--- src/rtl/lcd_controller.sv ---
// lcd_controller: FIFO-fed sequencer driving a character LCD with setup/pulse/hold/exec timing
module lcd_controller #(
    parameter int SETUP_CYCLES     = 2,
    parameter int PULSE_CYCLES     = 8,
    parameter int HOLD_CYCLES      = 2,
    parameter int EXEC_CYCLES      = 100,
    parameter int LONG_EXEC_CYCLES = 2000,
    parameter int FIFO_DEPTH       = 4
) (
    input  logic                        clk,
    input  logic                        rst_n,
    input  logic                        req_valid,
    output logic                        req_ready,
    input  logic                        req_rs,
    input  logic [7:0]                  req_data,
    output logic                        busy,
    output logic [$clog2(FIFO_DEPTH):0] fifo_level,
    output logic [7:0]                  lcd_data,
    output logic [1:0]                  lcd_ctrl,
    output logic                        lcd_enable
);
    localparam int AW   = $clog2(FIFO_DEPTH);
    localparam int LW   = AW + 1;
    localparam int M0   = SETUP_CYCLES > PULSE_CYCLES ? SETUP_CYCLES : PULSE_CYCLES;
    localparam int M1   = M0 > HOLD_CYCLES ? M0 : HOLD_CYCLES;
    localparam int M2   = M1 > EXEC_CYCLES ? M1 : EXEC_CYCLES;
    localparam int MAXC = M2 > LONG_EXEC_CYCLES ? M2 : LONG_EXEC_CYCLES;
    localparam int CW   = $clog2(MAXC) + 1;

    typedef enum logic [2:0] {IDLE, SETUP, PULSE, HOLD, EXEC} state_t;

    state_t        r_state;
    logic [CW-1:0] r_cnt;
    logic [8:0]    r_mem [FIFO_DEPTH];
    logic [AW-1:0] r_wr;
    logic [AW-1:0] r_rd;
    logic [LW-1:0] r_level;
    logic          w_push;
    logic          w_pop;
    logic          w_long;
    logic          w_zero;
    logic [8:0]    w_head;

    assign req_ready  = r_level != LW'(FIFO_DEPTH);
    assign w_push     = req_valid && req_ready;
    assign w_pop      = (r_state == IDLE) && (r_level != '0);
    assign w_head     = r_mem[r_rd];
    assign w_zero     = r_cnt == '0;
    assign w_long     = !lcd_ctrl[1] && (lcd_data >= 8'h01) && (lcd_data <= 8'h03);
    assign busy       = (r_state != IDLE) || (r_level != '0);
    assign fifo_level = r_level;

    // FIFO storage; contents need no reset since level gates every read
    always_ff @(posedge clk) begin
        if (w_push) r_mem[r_wr] <= {req_rs, req_data};
    end

    // FIFO pointers and occupancy
    always_ff @(posedge clk or negedge rst_n) begin
        if (!rst_n) begin
            r_wr    <= '0;
            r_rd    <= '0;
            r_level <= '0;
        end else begin
            if (w_push) r_wr <= r_wr + AW'(1);
            if (w_pop) r_rd <= r_rd + AW'(1);
            r_level <= r_level + LW'(w_push) - LW'(w_pop);
        end
    end

    // Transfer sequencer with registered LCD pins; latched rs/data also select the exec wait
    always_ff @(posedge clk or negedge rst_n) begin
        if (!rst_n) begin
            r_state    <= IDLE;
            r_cnt      <= '0;
            lcd_data   <= 8'h00;
            lcd_ctrl   <= 2'b00;
            lcd_enable <= 1'b0;
        end else begin
            case (r_state)
                IDLE: if (w_pop) begin
                    lcd_data <= w_head[7:0];
                    lcd_ctrl <= {w_head[8], 1'b0};
                    r_cnt    <= CW'(SETUP_CYCLES - 1);
                    r_state  <= SETUP;
                end
                SETUP: if (w_zero) begin
                    lcd_enable <= 1'b1;
                    r_cnt      <= CW'(PULSE_CYCLES - 1);
                    r_state    <= PULSE;
                end else r_cnt <= r_cnt - CW'(1);
                PULSE: if (w_zero) begin
                    lcd_enable <= 1'b0;
                    r_cnt      <= CW'(HOLD_CYCLES - 1);
                    r_state    <= HOLD;
                end else r_cnt <= r_cnt - CW'(1);
                HOLD: if (w_zero) begin
                    r_cnt   <= w_long ? CW'(LONG_EXEC_CYCLES - 1) : CW'(EXEC_CYCLES - 1);
                    r_state <= EXEC;
                end else r_cnt <= r_cnt - CW'(1);
                EXEC: if (w_zero) r_state <= IDLE;
                      else r_cnt <= r_cnt - CW'(1);
                default: r_state <= IDLE;
            endcase
        end
    end
endmodule
--- config.mk ---
export PLATFORM = sky130hd
export DESIGN_NAME = lcd_controller
export DESIGN_NICKNAME = d
export VERILOG_FILES = /design/src/rtl/lcd_controller.sv
export SDC_FILE = /design/constraint.sdc
export NUM_CORES = 1
export LEC_CHECK = 0
export CAP_MARGIN = 5
export CORE_AREA = 2 2 69 121
export CTS_CLUSTER_SIZE = 10
export DETAILED_ROUTE_END_ITERATION = 10
export DIE_AREA = 0 0 71 123
export GPL_ROUTABILITY_DRIVEN = 0
export SETUP_SLACK_MARGIN = 0.3
export SLEW_MARGIN = 20
export SYNTH_ARGS = -nofsm -noshare
export SYNTH_HDL_FRONTEND = slang
export SYNTH_SLANG_ARGS = --single-unit
--- constraint.sdc ---
create_clock -name clk -period 4.5 [get_ports clk]
set_input_delay 0.45 -clock clk [delete_from_list [all_inputs] [get_ports clk]]
set_output_delay 0.45 -clock clk [all_outputs]
set_load 0.02 [all_outputs]
; Yosys cells after proc, flatten, opt, wreduce, memory -nomap -nowiden
; Memories as Yosys holds them, arrays and structs flattened. A register that Yosys moved wholly into a read port is not among the register bits.
; Index checks and enable logic that the tools add are counted.
[word_totals]
regBits = 23
output_inout_bits = 16
elab_cells = 60
ram_bits = 36
mem_count = 1
[mem_list]
columns = memory, depth, word_bits, rd, rd_clocked_by_memory_dff, wr, line
row1 = r_mem, 4, 9, 1, 1, 1, 34  ; logic [8:0] r_mem [FIFO_DEPTH];
[classes]
n_lt_le_gt_ge = 2
n_eq_ne = 11
add_sub_neg = 5
reduce_logical = 17
muxes = 18
[ops]
columns = cell, count
row1 = $mux W12, 5
row2 = $pmux W12 S5, 1
row3 = $mux W3, 5
row4 = $pmux W3 S5, 1
row5 = $logic_not A12 Y1, 1
row6 = $ne A2 B2 Y1 const B, 6
row7 = $sub A12 B1 Y12 const B, 1
row8 = $mux W11, 1
row9 = $ge A8 B1 Y1 const B, 1
row10 = $le A8 B2 Y1 const B, 1
row11 = $eq A3 B2 Y1 const B, 2
row12 = $reduce_and A3 Y1, 2
row13 = $reduce_bool A3 Y1, 2
row14 = $reduce_and A5 Y1, 1
row15 = $reduce_bool A5 Y1, 1
row16 = $add A2 B1 Y2 const B, 2
row17 = $logic_and A1 B1 Y1, 4
row18 = $mux W1, 4
row19 = $add A3 B1 Y3, 1
row20 = $eq A3 B1 Y1 const B, 1
row21 = $eq A3 B3 Y1 const B, 1
row22 = $logic_not A3 Y1, 1
row23 = $ne A3 B3 Y1 const B, 1
row24 = $sub A3 B1 Y3, 1
row25 = other kinds (5), 6

; Logic depth before layout (Yosys ltp)
; Gate-level depths: netlist of run 1.
[logic_depth]
ltp_word = 6
ltp_mapped = 12

; Worst setup path before layout of run 1
; OpenSTA, ideal clock, no wires.
[synth_path]
path_type = flip-flop to flip-flop
startpoint = register r_level[1] (netlist: fifo_level[1])
endpoint = register r_level[2] (netlist: fifo_level[2])
required_ns = 4.366
path_buffers = 1
slack_ns = 1.987
stages_incl_launch_ff = 12
t_arrival_ns = 2.379
path_cell_list = dfrtp_1 -> or3_1 -> nand2_1 -> inv_2 -> buf_2 -> ha_1 -> inv_1 -> ha_1 -> inv_1 -> fa_1 -> xnor2_1 -> xnor2_1
[synth_lines]
columns = element, line
row1 = from (decl), 37  ; logic [LW-1:0] r_level;
row2 = from (signal assigned), 67  ; r_level <= r_level + LW'(w_push) - LW'(w_pop);
row3 = $reduce_bool A3 Y1, 46  ; assign w_pop = (r_state == IDLE) && (r_level != '0);
row4 = $logic_and A1 B1 Y1, 46
row5 = named net w_pop, 39  ; logic w_pop;
row6 = $sub A3 B1 Y3, 67
; The timed path passes the listed nets, and every way through them passes these cells.
; A chain may end at the register's enable or synchronous reset.

; Worst setup path in the final report of run 1
[layout_path]
startpoint = register r_level[1] (netlist: fifo_level[1])
endpoint = register r_level[2] (netlist: fifo_level[2])
[layout_via]
elab_chain_len = 4
[layout_rtl]
columns = element, line
row1 = $ne A3 B3 Y1, 44  ; assign req_ready = r_level != LW'(FIFO_DEPTH);
row2 = $logic_and A1 B1 Y1, 45  ; assign w_push = req_valid && req_ready;
row3 = $add A3 B1 Y3, 67
row4 = $sub A3 B1 Y3 *, 67
; Mark *: on every way between the ends. The rest lies on a longest branch, timed or not.

==> results of run 1 <==
-- synthesized netlist by cell type, types with 2 or more instances --
cell,count,area [um2]
ha_1,7,87.6
a211oi_1,2,15.0
nor2_1,11,41.3
nor2b_1,2,12.5
nor4_1,2,12.5
o22ai_1,3,18.8
nand2b_1,2,12.5
a21oi_1,8,40.0
a211o_1,2,17.5
dfrtp_1,32,801
edfxtp_1,36,1080
or3_1,2,12.5
mux2_2,8,90.1
nor3b_1,2,15.0
nor3_1,7,35.0
mux4_2,9,203
nand3_1,5,25.0
a21o_1,2,15.0
nand2_1,15,56.3
a31oi_1,3,18.8
buf_1,2,7.51
nand4_1,4,25.0
xnor2_1,7,61.3
buf_2,2,10.0
inv_1,13,48.8
and3_1,4,25.0
clkbuf_1,2,7.51
o21ai_0,10,50.1
-- critical path: cells and delay by family, from the launching register on --
kind                     cells  cell delay (ps)
adder cells (fa/ha/maj)      3              800
AND/OR/NAND/NOR              2              580
flip-flops                   1              450
XOR/XNOR                     2              270
buffers and inverters        3              250
-- flip-flops by register name, summed over array words and instances, names as in the netlist --
name and count:
lcd_ctrl 1, lcd_enable 1, r_wr 2, fifo_level 3, r_state 3, r_rd 2
lcd_data 8, r_mem 36, r_cnt 12
-- metrics by stage --
| step | power (mW) | setup slack (ps) |
|---|---|---|
| after floorplan | 1.72 | 1990 |
| after CTS | 2.74 | 2000 |
| after global routing | 2.88 | 1820 |
| after detailed placement | 2.05 | 1950 |
| final | 2.69 | 2040 |
| after global placement | 2.03 | 2010 |
-- routing by layer --
metal | global-route usage | vias up | wire [um]
met3 | 0.0424 | 22 | 214
met5 | 0 | - | 0
li1 | - | 937 | -
met1 | 0.157 | 958 | 2200
met2 | 0.276 | 42 | 3360
met4 | 0.0991 | 0 | 247
-- final cells by class --
cell class	instances	area share
flip-flops and latches	68	0.504
multi-input cells	142	0.302
repair buffers	27	0.0717
clock buffers	9	0.0603
well taps	90	0.0302
clock inverters	7	0.0181
inverters	14	0.0141
-- worst paths after layout --
kind	endpoint	slack, ps	depth (start not counted)
setup / recovery	fifo_level[2]	2040	10
hold / removal	r_cnt[10]	520	1
setup reg to reg	fifo_level[2]	2040	10
hold reg to reg	r_cnt[10]	520	1
max in group asynchronous	lcd_data[3]	3660	2
min in group asynchronous	r_state[1]	530	2
-- cell families after synthesis --
logic type	after synthesis	synth area share
buffers and inverters	22	0.0310
and+or+nand+nor	64	0.114
AOI/OAI and AO/OA	45	0.0991
xor gates and xnor gates	7	0.0197
other	1	0.00121
DFF	68	0.606
muxes	17	0.0943
adders and majority gates	8	0.0346
-- power groups by stage --
stage	Sequential, mW	Combinational (mW)	Clock, mW
final	1.09	0.936	0.674
after global routing	1.12	1.04	0.720
after CTS	1.09	0.950	0.692
after detailed placement	1.10	0.943	0
after global placement	1.10	0.929	0
after floorplan	1.06	0.658	0
==> run_results.csv, run 1 <==
group,metric,value,unit
die,die_w,71,um
detailed_routing,num_vias,1959,
setup_path,crit_chain,"or3_1 > nand2_1 > inv_2 > ha_1 > inv_1 > ha_1 > inv_1 > fa_1 > xnor2_1 > xnor2_1",
place,port-buffer-count,26,
detailed_routing,first_pass_iters,4,
finish,layout_commonest_cell,"edfxtp_1",
logic_synthesis,syn-num-nets,252,
clock_network,cts_made_buffers,9,
detailed_routing,dr.first_iter.drc_count,121,
die,ios,28,
logic_synthesis,synth-edff-count,36,
clock_network,hold_buffers,0,
global_route,grt_max_degree,33,
die,std_cell_rows,43,
clock_network,cts_tree,"yes",
clock_network,clk_latency,330,ps
sta,post-route-period-util,0.547,
hold_path,holdCritPathClass,"flip-flop to flip-flop",
finish,fillCellCount,676,
power,powerDensity,721,nW/um2
die,die_area,8730,um2
run,maxCapViolCount,0,
setup_path,cp_max_fo,12,
logic_synthesis,syn_area,3110,um2
finish,drive_gt1_frac,0.150,
finish,stdcell_area,3730,um2
power,power_frac_clock,0.250,
place,dp.cells,341,
finish,utilization,0.479,
detailed_routing,wl_per_cell,16.9,um
setup_path,start_kind,"flip-flop",
sta,hold-worst-slack,517,ps
sta,hold_violations,0,
logic_synthesis,ys_warn_count,0,
outcome,outcome,"complete, no violations",
sta,setup_tns,0,ps
global_route,grt_pass1_wl,9.91,mm
power,p_leak,1.44,nW
finish,n_antenna_cell,0,
sta,rsz0062_at_grt,"no",
setup_path,cp_slowest_cell,"dfrtp_1",
detailed_routing,postRouteAntennaNets,0,
global_route,grt_overflow,0,
die,coreArea,7800,um2
power,intPower,1.75,mW
setup_path,end_kind,"flip-flop",
sta,skew,4.42,ps
detailed_routing,drt_wl_total,6.02,mm
clock_network,cts_setup_buffers,0,
die,start_util,0.398,
global_route,grt_pass1_vias,1994,
place,placed_cell_area,3440,um2
sta,max_freq,406,MHz
power,power_switching_share,0.349,
setup_path,crit_arrival,2670,ps
clock_network,cts-resized-gates,0,
logic_synthesis,synth-seq-area-share,0.606,
finish,layout_common_cells,"36 x edfxtp_1, 32 x dfrtp_1, 26 x clkdlybuf4s50_1, 15 x nand2_1, 13 x inv_1",
power,switchingPower,0.940,mW
finish,nNetsFinal,282,
die,die_h,123,um
global_route,antenna_found_initial,0,
setup_path,regToRegStartpoint,"fifo_level[1]",
clock_network,clock-sinks,68,
setup_path,crit_start,"fifo_level[1]",
hold_path,worstHoldStart,"r_cnt[10]",
clock_network,root_buffer,"clkbuf_16",
logic_synthesis,syn_area_per_cell,13.4,um2
detailed_routing,detail_route.drc_violations,0,
sta,slew_violations,0,
sta,worstMarginPinSlew,637,ps
logic_synthesis,yosys_most_used_dff,"edfxtp_1",
finish,syn2layout_area_growth,20.3,%
clock_network,clk_path_buf_depth,2,
finish,finalNonFillerCells,357,
setup_path,max_stage_delay,450,ps
logic_synthesis,synth_cell_types,56,
logic_synthesis,synth-async-reset-ratio,0.471,
sta,period_needed,2460,ps
setup_path,path_class,"flip-flop to flip-flop",
setup_path,crit_required,4710,ps
clock_network,path_clk_slew,50,ps
global_route,grt_usage,0.155,
detailed_routing,viasPerCell,5.49,
power,pwr-share-comb,0.347,
clock_network,ctsHtreeMaxLevel,3,
sta,finalSetupViolCount,0,
sta,max_slew_margin,0.575,
finish,multi_input_area,1130,um2
logic_synthesis,syn_inst,232,
logic_synthesis,synth_seq_cells,68,
power,ir_drop,0.000418,V
place,dp.final_hpwl,4.47,mm
power,seq_power_share,0.403,
finish,regArea,1880,um2
Note: power is estimated with default switching activity, not from simulation.
==> inputs of run 2 (changes only) <==
- clock period: 4.5 -> 2.2 ns (I/O delays scaled with it)
==> run 2 against run 1 <==
  * Cell count rose by 7.0%
  * Power increased by 130%
  * Via count up 4.9%
  * Core utilization is 4.2 points higher
  * Critical path depth is the same
  * Worst hold slack got worse by 230 ps
  * Routed wire length is 7.7% higher
  * Sequential share of layout area is 3.9 points lower
  * Clock-buffer cell count is 1 higher
  * Register-to-register slack worse by 1900 ps
  * Critical path type unchanged
==> run_results.csv, run 2 (synthesis gave the netlist of run 1 again) <==
group,metric,value,unit
setup_path,cp_slowest_cell,"dfrtp_2",
sta,period_needed,2060,ps
sta,slew_violations,0,
setup_path,crit_arrival,2270,ps
power,ir_drop,0.000987,V
global_route,grt_overflow,0,
finish,drive_gt1_frac,0.329,
detailed_routing,first_pass_iters,4,
die,die_w,71,um
global_route,grt_usage,0.167,
clock_network,ctsHtreeMaxLevel,3,
detailed_routing,num_vias,2055,
power,powerDensity,1490,nW/um2
finish,layout_commonest_cell,"edfxtp_1",
setup_path,path_buf_inv,3,
place,port-buffer-count,26,
die,coreArea,7800,um2
setup_path,start_kind,"flip-flop",
sta,hold-worst-slack,290,ps
power,p_leak,1.59,nW
clock_network,cts_made_buffers,9,
sta,max_freq,486,MHz
hold_path,holdCritPathClass,"input port to asynchronous set/reset pin",
die,ios,28,
sta,hold_violations,0,
clock_network,cts_tree,"yes",
finish,nNetsFinal,307,
sta,worstMarginPinSlew,502,ps
sta,rsz0062_at_grt,"yes",
clock_network,clk_latency,330,ps
setup_path,path_depth,10,
sta,post-route-period-util,0.935,
finish,layout_common_cells,"36 x edfxtp_1, 28 x dfrtp_1, 26 x buf_4, 25 x clkdlybuf4s50_1, 12 x nand2_1",
global_route,antenna_found_initial,0,
die,die_h,123,um
sta,skew,6.15,ps
run,maxCapViolCount,0,
setup_path,path_class,"flip-flop to flip-flop",
setup_path,max_stage_delay,420,ps
setup_path,crit_chain,"or3_4 > nand2_4 > inv_4 > ha_4 > inv_2 > ha_4 > inv_2 > fa_2 > xnor2_2 > xnor2_1",
setup_path,end_kind,"flip-flop",
sta,finalSetupViolCount,0,
setup_path,cp_max_fo,4,
finish,syn2layout_area_growth,30.7,%
finish,largest_register_ffs,36,
clock_network,root_buffer,"clkbuf_16",
setup_path,crit_required,2420,ps
clock_network,clk_path_buf_depth,2,
clock_network,clock-sinks,68,
place,placed_cell_area,3640,um2
global_route,grt_pass1_vias,2115,
finish,stdcell_area,4060,um2
die,std_cell_rows,43,
place,dp.cells,360,
die,die_area,8730,um2
setup_path,rr_worst_depth,10,
global_route,grt_pass1_wl,10.7,mm
detailed_routing,drt_wl_total,6.48,mm
finish,utilization,0.520,
sta,setup_tns,0,ps
detailed_routing,wl_per_cell,17.0,um
detailed_routing,viasPerCell,5.38,
finish,top_register,"r_mem",
die,start_util,0.398,
detailed_routing,detail_route.drc_violations,0,
clock_network,hold_buffers,0,
detailed_routing,postRouteAntennaNets,0,
setup_path,crit_family,"adder cells",
place,dp.final_hpwl,4.61,mm
global_route,grt_max_degree,33,
detailed_routing,dr.first_iter.drc_count,154,
outcome,outcome,"complete, no violations",
sta,max_slew_margin,0.661,
finish,finalNonFillerCells,382,
clock_network,path_clk_slew,60,ps
finish,n_antenna_cell,0,
finish,largest_registers,"r_mem (36), r_cnt (12), lcd_data (8)",
## run 2: timing repair
action | CTS | global route
setup buffers | 2 | 4
pin swaps | 5 | 2
endpoints found under the hold margin | 0 | 0
resized for setup | 6 | 16
endpoints found under the setup margin | 5 | 14
## run 2: cell type report
type                       instances  area, um2
inverter                          14       55.1
timing repair buffer              52        454
tap                               90        113
fill                             643       3740
multi-input combinational        142       1240
clock inverter                     6       71.3
clock buffer                      10        239
sequential                        68       1890
## run 2: through the flow
| step | power, mW | worst slack, ps |
|---|---|---|
| global route | 6.48 | 77.7 |
| global placement | 4.47 | 113 |
| floorplan | 3.63 | -89.3 |
| finish | 6.07 | 143 |
| detailed placement | 4.51 | 89.6 |
| CTS | 6.03 | 145 |
## run 2: final timing paths
path                          startpoint            end  slack (ps)
hold reg to reg              lcd_data[0]    lcd_data[0]         540
hold / removal                     rst_n     lcd_enable         290
setup reg to reg           fifo_level[1]  fifo_level[2]         140
max in group asynchronous          rst_n       r_cnt[4]        1570
setup / recovery           fifo_level[1]  fifo_level[2]         140
min in group clk             req_data[3]    r_mem[0][3]         520
## run 2: layer usage
layer / global-route usage / wire length, um
met3: 0.0334 / 154
met2: 0.294 / 3690
met1: 0.185 / 2460
met4: 0.0967 / 178
met5: 0 / 0
## run 2: worst reg2reg max path, delay by kind of cell, from the launching register on
kind	cells	cell delay [ps]
buffers and inverters	3	130
and+or+nand+nor	2	470
adders and majority gates	3	670
DFF	1	420
xor gates and xnor gates	2	270
## run 2: power breakdown
part / leakage [nW] / internal (mW) / switching (mW)
combinational: 0.732 / 1.26 / 1.23
clock: 0.145 / 0.915 / 0.545
sequential: 0.712 / 1.78 / 0.342
==> inputs of run 3 (changes only) <==
- CELL_PAD_IN_SITES_DETAIL_PLACEMENT: default -> 2
- CELL_PAD_IN_SITES_GLOBAL_PLACEMENT: default -> 2
- CORE_AREA: 2 2 69 121 -> 2 2 74 128
- DIE_AREA: 0 0 71 123 -> 0 0 76 130
- PLACE_DENSITY_LB_ADDON: default -> 0.1
==> run 3 against run 2 <==
  * Die area rose by 13%
  * Cell count is 10% higher
  * Non-clock buffer count grew 10
  * Maximum frequency barely moved
  * Sequential power is 2% higher
  * Routed wire length is 28% higher
  * Via count is 5.4% higher
  * Power up 4.0%
  * Worst hold slack better by 220 ps
  * Final area is 4.0% higher
  * Clock power is essentially flat
  * Setup slack got worse by 2.0 ps
  * Critical path type unchanged
  * Largest power group unchanged
  * Highest routed layer unchanged
==> run_results.csv, run 3 (synthesis gave the netlist of run 1 again) <==
group,metric,value,unit
sta,hold_violations,0,
finish,drive_gt1_frac,0.371,
run,maxCapViolCount,0,
global_route,grt_max_degree,33,
finish,largest_registers,"r_mem (36), r_cnt (12), lcd_data (8)",
finish,top_register,"r_mem",
finish,stdcell_area,4220,um2
detailed_routing,wl_per_cell,19.7,um
setup_path,path_class,"flip-flop to flip-flop",
global_route,grt_pass1_vias,2427,
die,die_area,9880,um2
clock_network,cts_tree,"yes",
setup_path,cp_max_fo,4,
detailed_routing,postRouteAntennaNets,0,
detailed_routing,viasPerCell,5.13,
setup_path,reg2reg_slack,140,ps
sta,rsz0062_at_grt,"yes",
finish,n_antenna_cell,0,
clock_network,cts_made_buffers,9,
sta,hold-worst-slack,510,ps
global_route,grt_usage,0.178,
finish,finalNonFillerCells,422,
clock_network,root_buffer,"clkbuf_16",
setup_path,crit_arrival,2270,ps
power,power,6.31,mW
hold_path,holdCritPathClass,"input port to asynchronous set/reset pin",
clock_network,clock-sinks,68,
setup_path,cp-endpoint,"fifo_level[2]",
clock_network,clk_path_buf_depth,2,
detailed_routing,num_vias,2165,
sta,finalSetupViolCount,0,
place,dp.final_hpwl,5.95,mm
finish,syn2layout_area_growth,35.9,%
setup_path,regToRegStartpoint,"fifo_level[1]",
finish,layout_commonest_cell,"edfxtp_1",
power,ir_drop,0.000821,V
die,std_cell_rows,46,
clock_network,ctsHtreeMaxLevel,3,
finish,layout_common_cells,"36 x edfxtp_1, 33 x buf_4, 28 x dfrtp_1, 24 x clkdlybuf4s50_1, 12 x nand2_1",
finish,nNetsFinal,317,
sta,setup_tns,0,ps
detailed_routing,detail_route.drc_violations,0,
clock_network,clk_latency,330,ps
place,placed_cell_area,3700,um2
power,p_leak,1.65,nW
setup_path,end_kind,"flip-flop",
global_route,grt_overflow,0,
setup_path,rr_worst_depth,10,
die,coreArea,8920,um2
detailed_routing,dr.first_iter.drc_count,68,
place,pre_cts_ws,43.8,ps
die,start_util,0.348,
die,ios,28,
sta,slew_violations,0,
finish,utilization,0.473,
sta,setup_ws,141,ps
detailed_routing,first_pass_iters,4,
sta,max_slew_margin,0.465,
setup_path,crit_start,"fifo_level[1]",
global_route,antenna_found_initial,0,
finish,largest_register_ffs,36,
place,dp.cells,393,
place,port-buffer-count,26,
setup_path,start_kind,"flip-flop",
global_route,grt_pass1_wl,13.0,mm
sta,worstMarginPinSlew,803,ps
setup_path,r2r_end,"fifo_level[2]",
sta,period_needed,2060,ps
sta,skew,8.31,ps
outcome,outcome,"complete, no violations",
detailed_routing,drt_wl_total,8.30,mm
setup_path,crit_required,2420,ps
sta,max_freq,486,MHz
die,die_h,130,um
clock_network,path_clk_slew,60,ps
power,powerDensity,1490,nW/um2
die,die_w,76,um
sta,post-route-period-util,0.936,
==> run 3: worst min-delay path by stage <==
stage	end	slack, ps	cells after the start
4_1_cts	r_mem[0][1]	510	1
3_3_place_gp	r_cnt[2]	360	1
3_5_place_dp	r_cnt[1]	360	1
2_1_floorplan	fifo_level[0]	-80	0
6_report	lcd_data[0]	510	2
5_1_grt	r_mem[0][1]	520	1
==> run 3: critical path, cell delays in order, from the launching register on <==
cell     delay [ps]
dfrtp_2         430
or3_4           390
nand2_4          80
inv_4            40
ha_4            210
inv_4            50
ha_4            110
inv_2            30
fa_2            340
xnor2_2         150
xnor2_1         120
==> run 3: where the power goes <==
part,switching [mW],internal (mW)
clock,0.542,0.905
combinational,1.35,1.35
sequential,0.390,1.78
==> run 3: final cells by class <==
cell class	count	area (um2)
fill	884	4700
inverter	14	57.6
clock inverter	6	62.6
timing repair buffer	62	534
clock buffer	10	239
sequential	68	1890
multi-input combinational	142	1290
tap	120	150
==> run 3: layer usage <==
metal	track usage	up-vias	wire, um
li1	-	1007	-
met1	0.177	1120	3040
met2	0.355	30	4930
met3	0.0373	8	167
met4	0.0770	0	151
met5	0	-	0
==> run 3: timing repair <==
action | 4_1_cts | 5_1_grt
endpoints found under the hold margin | 5 | 0
hold buffers | 1 | 0
setup buffers | 3 | 9
gates resized for setup | 14 | 24
pin swaps | 5 | 11
setup endpoints to repair | 16 | 17
cloned | 0 | 0
==> edit 1 (flow settings as in run 2) <==
Set the parameter `SETUP_CYCLES` to 4 (it was 2).
--- a/src/rtl/lcd_controller.sv
+++ b/src/rtl/lcd_controller.sv
@@ -1,5 +1,5 @@
 // lcd_controller: FIFO-fed sequencer driving a character LCD with setup/pulse/hold/exec timing
 module lcd_controller #(
-    parameter int SETUP_CYCLES     = 2,
+    parameter int SETUP_CYCLES     = 4,
     parameter int PULSE_CYCLES     = 8,
     parameter int HOLD_CYCLES      = 2,
Check against the original RTL: not equivalent (Yosys sat finds a counterexample within 10 cycles, from zero or initial values and one cycle with rst_n low).
==> edit 1 against run 2 <==
  * Global-route usage down 0.21 points
  * Synthesized cell count up 2.2%
  * Sequential cell count unchanged
  * Synthesized area up 1.9%
  * Power down 6.9%
  * Sequential share of layout area down 0.21 points
  * Final cell count up 0.52%
  * Design area up 0.25%
  * Routed wire length up 2.1%
  * Setup slack worse by 0.13 ns
  * Largest cell class unchanged
==> edit 1: results (changes against run 2) <==
[detailed_routing]
routed_via_density=5.503  ; +2.3%
wire_per_inst_um=17.23  ; +1.5%
vias=2113  ; +2.8%
drt-pass1-iter-count=5  ; +1
drt_iter0_drc=77  ; -50%

[placed_design]
dp_slack_ns=-0.007691  ; -0.09727 ns
dp_hpwl_um=4797  ; +4.1%
dpl_cell_area_um2=3676  ; +0.86%
dp_cells=364  ; +1.1%

[yosys]
synth_compound_area_frac=0.1000  ; +0.0009259
synth_cells=237  ; +2.2%
synthArstFlopShare=0.4706  ; unchanged
synth_area_leaders=edfxtp_1, dfrtp_1, mux4_2
synth_mux_area_frac=0.09925  ; +0.004970
ys_seq_area_frac=0.5947  ; -0.01126
syn_nets=257  ; +2.0%
ys_top_cells_by_count=edfxtp_1, dfrtp_1, nand2_1
synthAdderAreaFrac=0.03401  ; -0.0006439
ys_types=57  ; +1.8%
synth_xor_area_frac=0.01938  ; -0.0003669

[outcome]
status=finished clean

[global_route]
grtUsageTotal=0.1649  ; -0.002097
grt_max_degree=33  ; unchanged
grt_pass1_wl_um=10890  ; +1.4%
grt_pass1_vias=2314  ; +9.4%

[final_layout]
drive_gt1_frac=0.2381  ; -0.09067
nNetsFinal=309  ; +0.65%
largestRegisters=r_mem x36, r_cnt x12, lcd_data x8

[cts]
cts_max_level=3  ; unchanged

[critical_path]
path_max_fanout=2  ; -2
max_stage_delay_ns=0.39  ; -0.03 ns
slowest_stage=dfrtp_1
arrival_ns=2.40  ; +0.13 ns

[sta]
tightest_slew_ns=0.5758  ; +0.07394 ns
fin_skew_ns=0.004486  ; -0.001667 ns

[power_and_ir_drop]
leakagePower_nw=1.569  ; -1.3%
ir_drop_uv=838.5  ; -15%

==> edit 1: area by class of cell <==
type                    count  area [um2]
well taps                  90       112.6
multi-input cells         149        1275
clock buffers              11       232.7
clock inverters             5       76.32
flip-flops and latches     68        1883
fillers                   658        3732
inverters                  11       41.29
repair buffers             50       447.9
==> edit 1: per-layer routing <==
metal	routed length, um	GRT usage	vias up	part of all wire
met2	3844	0.3084	35	0.58
met1	2439	0.1689	1055	0.37
li1	-	-	1010	-
met3	156	0.03423	13	0.024
met5	0	0	-	0
met4	178	0.08726	0	0.027
==> edit 1: power breakdown <==
group	leakage [nW]	internal [mW]	total, mW	switching (mW)
clock network	0.147	0.986	1.49	0.499
logic	0.708	1.06	2.06	0.998
registers	0.714	1.76	2.11	0.346
total	1.57	3.81	5.65	1.84
==> edit 1: what timing repair did <==
item / CTS / global route
resized for setup: 12 / 7
endpoints found under the setup margin: 10 / 14
buffers inserted: 2 / 2
pin swaps: 5 / 3
==> edit 1: worst register-to-register path: cells and delay by family, from the launching register on <==
| family | cells | cell delay, ns |
|---|---|---|
| XOR/XNOR | 2 | 0.26 |
| flip-flops | 1 | 0.39 |
| buffers and inverters | 3 | 0.16 |
| adder cells (fa/ha/maj) | 3 | 0.65 |
| AND/OR/NAND/NOR | 2 | 0.61 |
==> edit 1: final timing paths <==
check | startpoint | end | slack, ns | cells after the start
max | r_state[0] | fifo_level[2] | 0.01 | 10
min | rst_n | lcd_data[5] | 0.30 | 2
max reg2reg | r_state[0] | fifo_level[2] | 0.01 | 10
min reg2reg | r_cnt[11] | r_cnt[11] | 0.51 | 1
max in group asynchronous | rst_n | r_cnt[9] | 1.57 | 2
min in group clk | r_cnt[11] | r_cnt[11] | 0.51 | 1
==> edit 2 (settings of run 2) <==
Made on the original files. The 5 states of `state_t` get a Gray code encoding in 3 bits.
--- a/src/rtl/lcd_controller.sv
+++ b/src/rtl/lcd_controller.sv
@@ -28,5 +28,5 @@
     localparam int CW   = $clog2(MAXC) + 1;
 
-    typedef enum logic [2:0] {IDLE, SETUP, PULSE, HOLD, EXEC} state_t;
+    typedef enum logic [2:0] {IDLE = 3'b000, SETUP = 3'b001, PULSE = 3'b011, HOLD = 3'b010, EXEC = 3'b110} state_t;
 
     state_t        r_state;
Behaviour: no difference found for any inputs over 10 cycles, from zero or initial values and one cycle with rst_n low; not proved beyond that.
==> edit 2 against run 2 <==
  * Power shrank 6.6%
  * Design area grew 3.8%
  * Sequential cell count is the same
  * Synthesized area shrank 0.44%
  * Setup slack gained 0.089 ns
  * Utilization grew 2.0 points
  * Routed wire length grew 2.8%
  * Global-route usage shrank 0.22 points
  * Sequential share of layout area shrank 1.7 points
  * Sequential power is essentially flat
  * Clock skew is essentially flat
  * Largest cell class unchanged
==> edit 2: results (changes against run 2) <==
[final_layout]
nNetsFinal=323  ; +5.2%
final_cells=398  ; +4.2%
drive_gt1_frac=0.3831  ; +0.05435

[critical_path]
slowest_stage=dfrtp_1
arrival_ns=2.19  ; -0.08 ns
max_stage_delay_ns=0.46  ; +0.04 ns
path_max_fanout=6  ; +2

[detailed_routing]
wl_um=6663  ; +2.8%
drt-pass1-iter-count=5  ; +1
drt_iter0_drc=181  ; +18%
vias=2120  ; +3.2%

[placed_design]
dp_slack_ns=0.05506  ; -0.03453 ns
dp_hpwl_um=4522  ; -1.9%
dpl_cell_area_um2=3627  ; -0.48%

[yosys]
syn_nets=254  ; +0.79%
ys_top_cells_by_count=edfxtp_1, dfrtp_1, nor2_1, o21ai_0, nand2_1
ys_types=47  ; -16%
synth_area_leaders=edfxtp_1, dfrtp_1, mux4_2
syn_avg_cell_area_um2=13.21  ; -1.3%

[global_route]
grtUsageMet1=0.1735  ; -0.01173
grtUsageTotal=0.1649  ; -0.002186
grt_use_met2=0.3032  ; +0.009346
gr-usage-met3=0.04238  ; +0.008965

[power_and_ir_drop]
leakagePower_nw=1.629  ; +2.5%
internal_power_mw=3.786  ; -4.2%
ir_drop_uv=837.7  ; -15%

[sta]
fin_skew_ns=0.006268  ; +0.0001140 ns
tightest_slew_ns=0.5211  ; +0.01919 ns

[outcome]
status=finished clean

## edit 2: path summary, 6_finish.rpt
kind                                  from            end  slack, ns  cells after the start
min in group clk                lcd_enable     lcd_enable       0.50                      2
worst min-delay path                 rst_n     lcd_enable       0.31                      2
worst min register to register  lcd_enable     lcd_enable       0.50                      2
worst max register to register  r_state[0]  fifo_level[2]       0.23                      8
worst max-delay path            r_state[0]  fifo_level[2]       0.23                      8
max in group asynchronous            rst_n       r_cnt[9]       1.55                      2
## edit 2: kinds of logic after synthesis
family / after synthesis / synth area share
simple gates: 74 / 0.1352
flops: 68 / 0.6087
compound gates: 38 / 0.07163
buf+inv: 20 / 0.03035
mux: 18 / 0.09834
fa+ha+maj: 8 / 0.03480
xor+xnor: 7 / 0.01983
other cells: 1 / 0.001213
## edit 2: layer usage
metal  vias to the layer above  part of all wire
met5                         -                 0
met4                         0             0.028
met3                        15             0.033
met2                        44              0.56
met1                      1052              0.38
li1                       1009                 -
## edit 2: cell type report
class | instances | area [um2]
clock buffer | 9 | 225.2
clock inverter | 7 | 66.31
fill | 634 | 3587
inverter | 10 | 42.54
multi-input combinational | 146 | 1290
sequential | 68 | 1888
tap | 90 | 112.6
timing repair buffer | 68 | 589.3
## edit 2: power by group through the flow
stage / clock (mW) / sequential (mW) / combinational (mW)
global placement: 0 / 2.13 / 1.70
CTS: 1.42 / 2.12 / 1.99
finish: 1.40 / 2.12 / 2.14
global route: 1.48 / 2.19 / 2.34
detailed placement: 0 / 2.15 / 1.71
floorplan: 0 / 2.20 / 1.01
## edit 2: repair_timing
| action | in CTS | in global routing |
|---|---|---|
| gates resized for setup | 15 | 29 |
| setup endpoints to repair | 18 | 17 |
| pin swaps | 8 | 15 |
| buffers inserted | 13 | 9 |
